--- src/rtl/inverter_lane_scheduler_pkg.sv ---
// Shared definitions for the inverter lane scheduler: FSM state encoding and
// the lane-index width helper.
package inverter_lane_scheduler_pkg;

    typedef enum logic [2:0] {
        ST_IDLE    = 3'd0,
        ST_WAIT    = 3'd1,
        ST_SELECT  = 3'd2,
        ST_DRIVE   = 3'd3,
        ST_CAPTURE = 3'd4
    } state_t;

    // Width of a lane index; never narrower than one bit.
    function automatic int lane_idx_w(input int n_lanes);
        return (n_lanes > 1) ? $clog2(n_lanes) : 1;
    endfunction

endpackage

--- src/rtl/inverter_lane_scheduler_slot_tick_gen.sv ---
// Slot tick generator: free-running 0..TICK_DIV-1 counter while enabled,
// with synchronous clear; tick marks the last count of each slot.
module slot_tick_gen #(
    parameter int TICK_DIV = 100000
) (
    input  logic clk,
    input  logic rst_n,
    input  logic en,
    input  logic clr,
    output logic tick
);
    localparam int CW = (TICK_DIV > 1) ? $clog2(TICK_DIV) : 1;

    logic [CW-1:0] cnt_q;
    logic [CW-1:0] cnt_d;

    // Next count: clear wins, otherwise wrap at TICK_DIV-1 while enabled.
    always_comb begin
        cnt_d = cnt_q;
        if (clr) begin
            cnt_d = '0;
        end else if (en) begin
            cnt_d = (cnt_q == CW'(TICK_DIV - 1)) ? '0 : cnt_q + CW'(1);
        end else begin
            cnt_d = cnt_q;
        end
    end

    // Counter register.
    always_ff @(posedge clk or negedge rst_n) begin
        if (!rst_n) begin
            cnt_q <= '0;
        end else begin
            cnt_q <= cnt_d;
        end
    end

    assign tick = en && (cnt_q == CW'(TICK_DIV - 1));

endmodule

--- src/rtl/inverter_lane_scheduler.sv ---
// Time-shares one external inverter across N_LANES switch lanes: round-robin
// over enabled lanes, drive, settle, capture into led, flag non-inverting results.
module inverter_lane_scheduler
    import inverter_lane_scheduler_pkg::*;
#(
    parameter int N_LANES  = 16,
    parameter int TICK_DIV = 100000,
    parameter int SETTLE   = 2
) (
    input  logic                           clk,
    input  logic                           rst_n,
    input  logic [N_LANES-1:0]             sw,
    input  logic [N_LANES-1:0]             lane_en,
    input  logic                           run,
    output logic                           inv_a,
    input  logic                           inv_y,
    output logic [N_LANES-1:0]             led,
    output logic [lane_idx_w(N_LANES)-1:0] cur_lane,
    output logic                           busy,
    output logic                           sweep_done,
    output logic                           err
);
    localparam int LW  = lane_idx_w(N_LANES);
    localparam int DCW = (SETTLE > 1) ? $clog2(SETTLE) : 1;

    state_t             state_q, state_d;
    logic [N_LANES-1:0] sw_meta_q, sw_meta_d;
    logic [N_LANES-1:0] sw_sync_q, sw_sync_d;
    logic [N_LANES-1:0] led_q, led_d;
    logic [LW-1:0]      ptr_q, ptr_d;
    logic [LW-1:0]      cur_lane_q, cur_lane_d;
    logic [DCW-1:0]     drive_cnt_q, drive_cnt_d;
    logic               inv_a_q, inv_a_d;
    logic               busy_q, busy_d;
    logic               sweep_done_q, sweep_done_d;
    logic               err_q, err_d;

    logic [LW-1:0]      cand_s;
    logic [LW-1:0]      sel_lane_s;
    logic               sel_found_s;
    logic [N_LANES-1:0] above_s;
    logic               higher_en_s;
    logic               tick_s;
    logic               tick_en_s;
    logic               tick_clr_s;

    slot_tick_gen #(
        .TICK_DIV (TICK_DIV)
    ) u_tick (
        .clk   (clk),
        .rst_n (rst_n),
        .en    (tick_en_s),
        .clr   (tick_clr_s),
        .tick  (tick_s)
    );

    // Two-stage synchroniser for the asynchronous switch inputs.
    always_comb begin
        sw_meta_d = sw;
        sw_sync_d = sw_meta_q;
    end

    // First enabled lane at or after ptr (wrapping), and whether any lane above cur_lane is enabled.
    always_comb begin
        sel_found_s = 1'b0;
        sel_lane_s  = '0;
        cand_s      = '0;
        for (int k = 0; k < N_LANES; k++) begin
            cand_s = LW'((int'(ptr_q) + k) % N_LANES);
            if (!sel_found_s && lane_en[cand_s]) begin
                sel_found_s = 1'b1;
                sel_lane_s  = cand_s;
            end else begin
                sel_found_s = sel_found_s;
            end
        end
        above_s     = ({N_LANES{1'b1}} << cur_lane_q) << 1'b1;
        higher_en_s = |(lane_en & above_s);
    end

    // FSM next state and all registered output next values.
    always_comb begin
        state_d      = state_q;
        led_d        = led_q;
        ptr_d        = ptr_q;
        cur_lane_d   = cur_lane_q;
        drive_cnt_d  = drive_cnt_q;
        inv_a_d      = inv_a_q;
        err_d        = err_q;
        sweep_done_d = 1'b0;
        tick_clr_s   = 1'b0;
        tick_en_s    = (state_q != ST_IDLE);

        case (state_q)
            ST_IDLE: begin
                inv_a_d = 1'b0;
                if (run && (|lane_en)) begin
                    state_d    = ST_WAIT;
                    err_d      = 1'b0;
                    tick_clr_s = 1'b1;
                end else begin
                    state_d = ST_IDLE;
                end
            end
            ST_WAIT: begin
                if (tick_s) begin
                    state_d = ST_SELECT;
                end else begin
                    state_d = ST_WAIT;
                end
            end
            ST_SELECT: begin
                if (sel_found_s) begin
                    state_d     = ST_DRIVE;
                    cur_lane_d  = sel_lane_s;
                    inv_a_d     = sw_sync_q[sel_lane_s];
                    drive_cnt_d = '0;
                end else begin
                    state_d = ST_IDLE;
                    inv_a_d = 1'b0;
                end
            end
            ST_DRIVE: begin
                if (drive_cnt_q == DCW'(SETTLE - 1)) begin
                    state_d = ST_CAPTURE;
                end else begin
                    drive_cnt_d = drive_cnt_q + DCW'(1);
                end
            end
            ST_CAPTURE: begin
                led_d[cur_lane_q] = inv_y;
                if (inv_y == inv_a_q) begin
                    err_d = 1'b1;
                end else begin
                    err_d = err_q;
                end
                ptr_d        = (cur_lane_q == LW'(N_LANES - 1)) ? '0 : cur_lane_q + LW'(1);
                sweep_done_d = !higher_en_s;
                if (run && (|lane_en)) begin
                    state_d = ST_WAIT;
                end else begin
                    state_d = ST_IDLE;
                    inv_a_d = 1'b0;
                end
            end
            default: begin
                state_d = ST_IDLE;
                inv_a_d = 1'b0;
            end
        endcase

        // Disabled lanes lose their led bit regardless of state, overriding a capture.
        led_d  = led_d & lane_en;
        busy_d = (state_d != ST_IDLE);
    end

    // State and output registers.
    always_ff @(posedge clk or negedge rst_n) begin
        if (!rst_n) begin
            state_q      <= ST_IDLE;
            sw_meta_q    <= '0;
            sw_sync_q    <= '0;
            led_q        <= '0;
            ptr_q        <= '0;
            cur_lane_q   <= '0;
            drive_cnt_q  <= '0;
            inv_a_q      <= 1'b0;
            busy_q       <= 1'b0;
            sweep_done_q <= 1'b0;
            err_q        <= 1'b0;
        end else begin
            state_q      <= state_d;
            sw_meta_q    <= sw_meta_d;
            sw_sync_q    <= sw_sync_d;
            led_q        <= led_d;
            ptr_q        <= ptr_d;
            cur_lane_q   <= cur_lane_d;
            drive_cnt_q  <= drive_cnt_d;
            inv_a_q      <= inv_a_d;
            busy_q       <= busy_d;
            sweep_done_q <= sweep_done_d;
            err_q        <= err_d;
        end
    end

    assign inv_a      = inv_a_q;
    assign led        = led_q;
    assign cur_lane   = cur_lane_q;
    assign busy       = busy_q;
    assign sweep_done = sweep_done_q;
    assign err        = err_q;

endmodule

--- config.mk ---
export PLATFORM = sky130hd
export DESIGN_NAME = inverter_lane_scheduler
export DESIGN_NICKNAME = d
export VERILOG_FILES = /design/src/rtl/inverter_lane_scheduler_pkg.sv /design/src/rtl/inverter_lane_scheduler_slot_tick_gen.sv /design/src/rtl/inverter_lane_scheduler.sv
export SDC_FILE = /design/constraint.sdc
export NUM_CORES = 1
export LEC_CHECK = 0
export CAP_MARGIN = 20
export CORE_ASPECT_RATIO = 0.8
export CORE_MARGIN = 2
export CORE_UTILIZATION = 30
export CTS_BUF_LIST = sky130_fd_sc_hd__clkbuf_8
export DETAILED_ROUTE_END_ITERATION = 8
export GPL_ROUTABILITY_DRIVEN = 1
export PLACE_DENSITY = 0.51
export SLEW_MARGIN = 20
export SYNTH_ARGS = -nofsm -noshare
export SYNTH_HDL_FRONTEND = slang
export SYNTH_SLANG_ARGS = --single-unit
export TNS_END_PERCENT = 1
--- constraint.sdc ---
create_clock -name clk -period 14.6 [get_ports clk]
set_input_delay 2.92 -clock clk [delete_from_list [all_inputs] [get_ports clk]]
set_output_delay 2.92 -clock clk [all_outputs]
set_load 0.02 [all_outputs]
; ---- Word level (Yosys, flattened, before mapping)
; Index checks and enable logic that the tools add are counted.
[totals]
regBits = 81
input_bits = 36
output_inout_bits = 24
word_cells = 203
[classes]
addsub = 18
n_lt_le_gt_ge = 19
n_eq_ne = 11
n_shift = 1
n_mux = 91
bitwise_logic = 3
n_reduce_logical = 48
[ops]
columns = cell, count
row1 = < comparator 4 x 5 -> 1 bit (second input constant), 18
row2 = binary-select mux 1 bit (select 4 bit), 17
row3 = two-way mux 4 bit, 17
row4 = two-way mux 17 bit, 3
row5 = two-way mux 1 bit, 44
row6 = adder 4 bit (second input constant), 8
row7 = bitwise AND 16 bit, 2
row8 = OR reduction 16 bit, 2
row9 = logical AND 1 bit, 18
row10 = adder 17 x 1 -> 17 bit (second input constant), 1
row11 = equality test 17 bit (second input constant), 1
row12 = adder 4 x 3 -> 4 bit (second input constant), 4
row13 = bitwise mux 16 bit, 1
row14 = zero test 1 bit, 16
row15 = two-way mux 16 bit, 1
row16 = left shift 16 x 4 -> 15 bit (first input constant), 1
row17 = one-hot mux 3 bit (4 select lines), 1
row18 = adder 4 x 1 -> 4 bit (second input constant), 2
row19 = adder 4 x 2 -> 4 bit (second input constant), 2
row20 = inequality test 2 bit (second input constant), 4
row21 = equality test 3 x 2 -> 1 bit (second input constant), 2
row22 = AND reduction 2 bit, 3
row23 = nonzero test 2 bit, 3
row24 = nonzero test 3 bit, 2
row25 = other kinds (15), 18

; ---- Logic depth before layout (Yosys ltp)
[logic_depth]
word_depth = 52
depth_mapped = 19
mapped_depth_nobuf = 14

; ---- Modules after synthesis
; Synthesis repeated with hierarchy kept, for this count alone.
[unflattened]
cells_unflattened = 611
hier_area_um2 = 6155.9
[modules_own_cells]
columns = module, n_inst, cells_per_inst, area_each_um2, seq_area_each_um2
row1 = inverter_lane_scheduler, 1, 502, 5113.7, 1601.5
row2 = slot_tick_gen, 1, 109, 1042.2, 425.4

; ---- Worst setup path before layout
; OpenSTA, ideal clock, no wires.
[synth_timing]
kind = input-to-reg
from = input port lane_en[9]
to = register inv_a_q, in the netlist inv_a
setup_ns = 0.121
arrival_ns = 5.927
required_time_ns = 14.479
slack_ns = 8.552
stages = 11
n_path_buf = 0
cell_sequence = mux4_2 > mux2_2 > a211oi_4 > nand3b_4 > or3_4 > o31ai_2 > o31a_4 > mux4_1 > mux2i_1 > mux2i_1 > a22o_1
[synth_between]
elab_chain_len = 52
elab_cells_between_ends = 102
classes_between = eq/ne: 1 / mux: 68 / reduce/logical: 33
[synth_lines]
columns = item, line_no
row1 = from (decl), inverter_lane_scheduler.sv:13  ; input logic [N_LANES-1:0] lane_en,
row2 = binary-select mux 1 bit (select 4 bit), inverter_lane_scheduler.sv:70  ; if (!sel_found_s && lane_en[cand_s]) begin
row3 = two-way mux 1 bit (implied by the code), inverter_lane_scheduler.sv:70
row4 = two-way mux 1 bit, inverter_lane_scheduler.sv:70
row5 = zero test 1 bit, inverter_lane_scheduler.sv:70
row6 = logical AND 1 bit, inverter_lane_scheduler.sv:70
row7 = two-way mux 1 bit, inverter_lane_scheduler.sv:70
row8 = zero test 1 bit, inverter_lane_scheduler.sv:70
row9 = logical AND 1 bit, inverter_lane_scheduler.sv:70
row10 = (+36 left out), n/a
row11 = two-way mux 1 bit, inverter_lane_scheduler.sv:70
row12 = zero test 1 bit, inverter_lane_scheduler.sv:70
row13 = logical AND 1 bit, inverter_lane_scheduler.sv:70
row14 = two-way mux 4 bit, inverter_lane_scheduler.sv:70
row15 = binary-select mux 1 bit (select 4 bit), inverter_lane_scheduler.sv:116  ; inv_a_d = sw_sync_q[sel_lane_s];
row16 = two-way mux 1 bit (implied by the code), inverter_lane_scheduler.sv:116
row17 = two-way mux 1 bit, inverter_lane_scheduler.sv:113  ; if (sel_found_s) begin
row18 = one-hot mux 1 bit (3 select lines), inverter_lane_scheduler.sv:94  ; case (state_q)
row19 = to (signal assigned), inverter_lane_scheduler.sv:179  ; inv_a_q <= inv_a_d;
row20 = to (decl), inverter_lane_scheduler.sv:33  ; logic inv_a_q, inv_a_d;
; Several ways; a longest one is shown, not always the timed one. The select of a mux whose other input is x is not followed.
; A chain may end at the register's enable or synchronous reset.

; ---- Worst setup path in the final report
[layout_timing]
from = input port lane_en[15]
to = register u_tick.cnt_q[9]
[layout_between]
elab_chain_len = 5
elab_cells_between_ends = 6
classes_between = mux: 3 / reduce/logical: 3
[layout_lines]
columns = item, line_no
row1 = OR reduction 16 bit *, inverter_lane_scheduler.sv:97  ; if (run && (|lane_en)) begin
row2 = logical AND 1 bit *, inverter_lane_scheduler.sv:97
row3 = two-way mux 1 bit *, inverter_lane_scheduler.sv:97
row4 = two-way mux 1 bit *, inverter_lane_scheduler.sv:94
row5 = two-way mux 17 bit / nonzero test 2 bit (equally long branches), n/a
row6 = to (signal assigned), inverter_lane_scheduler_slot_tick_gen.sv:34  ; cnt_q <= cnt_d;
row7 = to (decl), inverter_lane_scheduler_slot_tick_gen.sv:14  ; logic [CW-1:0] cnt_q;
; Every way passes the cells marked *; elsewhere a longest branch is shown, timed or not.

==> impl_results.md <==
* Status: completed
* Setup CP Type: in2reg
* TritonRoute pass-1 iters at 9
* TritonCTS Buffers at 9
* Clk buf depth at 2
* Max IR drop VDD at 57.31 uV
* Reg area at 0.002027 sq mm
* Post-synthesis mux area share at 25.44%
* Async SR Flop Fraction at 100.0%
* Post-synthesis sequential area ratio at 33.61%
* Final Util at 35.60%
* Worst-Margin Slew at 1.001 ns
* CP endpoint kind: flop
* Clk Latency, worst-skew pair at 0.37 ns
* DRT antenna net count at 0
* Layout cell share with drive strength beyond 1 at 14.68%
* Arrival time at the worst endpoint at 7.00 ns
* Slew margin rel. at 33.24%
* Largest net degree at the start of global routing at 82
* Adder-cell area share of the yosys netlist at 3.112%
* Nets at 693
* Yosys top cell by area: dfrtp_1
* CTS Hold Buffers Added at 0
* RSZ-0062 raised after global routing: false
* Worst-path maximum fanout at 17
* WP data required at 14.89 ns
* Worst Setup SP: lane_en[15]
* Vias in the first global route at 4,834
* F_max at 149.2 MHz
* DRT iter0 DRCs at 531
* Via Count at 5,090
* Synth Area per Inst at 10.14 sq um
* Ant diodes at 0
* Simple-gate area share of the yosys netlist at 16.43%
* Max_cap viols at 0
* Reg clk slew, reported paths at 0.10 ns
* Critical Path Source Type: input port
* Final period util at 45.92%
* Yosys warns at 0
* GRT Residual Overflow at 0
* Synthesis-stage register bit count at 81
* Synth Area in XOR/XNOR at 2.552%
* PostCTS Resize Cnt at 0
* Synth area leaders: dfrtp_1 (34%), mux4_2 (13%), mux2i_1 (6.1%)
* Synth Area in Compound Gates at 14.83%
* Post-synth top flop: dfrtp_1
* Filler cells at 1,995
* Rows at 46
* Initial Util at 30.55%
* Detailed Route WL at 17.46 mm
* Minimum clock period at 6.704 ns
* R2r startpoint: ptr_q[0]
* Initial antenna violation count at 0
* Post-CTS Setup Bufs at 0
* Fin. Hold Viols at 0
* First-pass GRT wire length at 27.38 mm
* Share of the synthesized area in the top cell type at 33.61%
* # clock sinks at 81
* Hold crit path type: reg2reg
* Post-synth EDFFs at 0
* Die area at 0.02126 sq mm
* Multi-input gate area at 0.003761 sq mm
* Power Dens Cells at 69.79 mW/mm^2
* Clk root buf: clkbuf_8
* Post-synth cell types at 72
* Die W at 162.5 um
* Commonest non-fill, non-tap cells in the layout: dfrtp_1 (81), clkdlybuf4s50_1 (58), nand2_1 (56), o21ai_0 (47), nor2_1 (39)
* Min-delay src: sw_meta_q[13]
* CTS tree: done
* Most common cell after layout, fill and taps aside: dfrtp_1
* Slew Viols, Final at 0
* Wirelength per Cell at 19.17 um
* Setup TNS at 0 ns
* Clk_skew at 0.01233 ns
* Mapped Nets at 646
* Synth Cell Area at 0.006031 sq mm
* GRT Resource Usage Total at 16.60%
* Core ar. at 0.01974 sq mm
* DR DRC count at 0
* Final setup viols at 0
* DP HPWL at 12.74 mm
* Final RePlAce weighted congestion at 0.8845
* Area Growth Syn to Fin at 16.54%
* PortBufs at 59
* Cell count after synthesis at 595
* Main combinational cell family by area after synthesis: multiplexers
* Via/cell ratio at 5.587
* Pleak at 2.843 nW
* H-tree depth at 3
* Ports at 60
* Die H at 130.8 um
worst max-delay path, cell delays in order:
cell	delay, ns
clkdlybuf4s50_1	0.62
mux4_2	0.59
mux2i_1	0.41
mux2_2	0.32
nand4_2	0.12
nor2_2	0.38
nand4_1	0.26
nand2b_1	0.37
a21oi_2	0.64
o21ai_0	0.22
o21ai_0	0.12
synth_stat cells (all sizes together), types with 13 or more instances:
master / instances
buf: 13
mux4: 39
nand2: 56
mux2: 18
nor2b: 22
mux2i: 40
ha: 15
o21ai: 56
clkbuf: 15
a21oi: 23
dfrtp: 81
inv: 22
nand3: 27
nor2: 40
final timing paths:
path	slack, ns	endpoint	cells past startpoint
worst max-delay path	7.90	u_tick.cnt_q[9]	11
worst min-delay path	0.35	sw_sync_q[13]	0
worst max register to register	8.72	u_tick.cnt_q[9]	13
worst min register to register	0.35	sw_sync_q[13]	0
max in group asynchronous	11.49	led[15]	1
min in group asynchronous	2.55	sw_meta_q[2]	1
layout make-up:
| type | count | area share (%) |
|---|---|---|
| multi-input cells | 462 | 53.52 |
| clock buffers | 9 | 1.763 |
| clock inverters | 7 | 0.9436 |
| flip-flops and latches | 81 | 28.84 |
| well taps | 264 | 4.700 |
| repair buffers | 64 | 8.955 |
| inverters | 24 | 1.282 |
report_power, final:
part | internal [mW] | switching, mW | leakage (nW)
clock | 0.0664 | 0.0946 | 0.0922
combinational | 0.0369 | 0.0456 | 1.74
sequential | 0.236 | 0.0107 | 1.02
total | 0.340 | 0.151 | 2.84
flip-flops by register name, indices dropped and copies added, names as in the netlist:
signal and count:
drive_cnt_q 1, sw_sync_q 16, cur_lane 4, ptr_q 4, led 16, err 1, inv_a 1, busy 1
sw_meta_q 16, sweep_done 1, state_q 3, u_tick.cnt_q 17
per-layer routing:
| layer | track usage [%] | up-vias | wire length, um |
|---|---|---|---|
| met1 | 24.40 | 2515 | 8065 |
| li1 | - | 2316 | - |
| met5 | 0 | - | 0 |
| met3 | 3.946 | 14 | 1544 |
| met2 | 24.98 | 245 | 7685 |
| met4 | 3.384 | 0 | 166 |
metrics by stage:
stage               hold slack [ns]  power [mW]  instance area, sq um  setup slack, ns  std cells
floorplan                    0.3312      0.2982                  6031            8.552        595
global placement             0.3405      0.3303                  6834            7.666        895
detailed placement           0.3347      0.3331                  6834            7.582        895
CTS                          0.3560      0.4977                  7024            7.986        911
global route                 0.3525      0.5173                  7028            7.738        911
finish                       0.3536      0.4905                  7028            7.896        911
cell families (layout without fill, tap and decap cells):
group                    after synthesis  after routing
AO/OA/AOI/OAI                        137            137
XOR/XNOR                              15             15
adder cells (fa/ha/maj)               15             15
buffers and inverters                 52            104
flip-flops                            81             81
multiplexers                          97             97
AND/OR/NAND/NOR                      198            198
No activity file was read; power rests on OpenSTA's default activity.
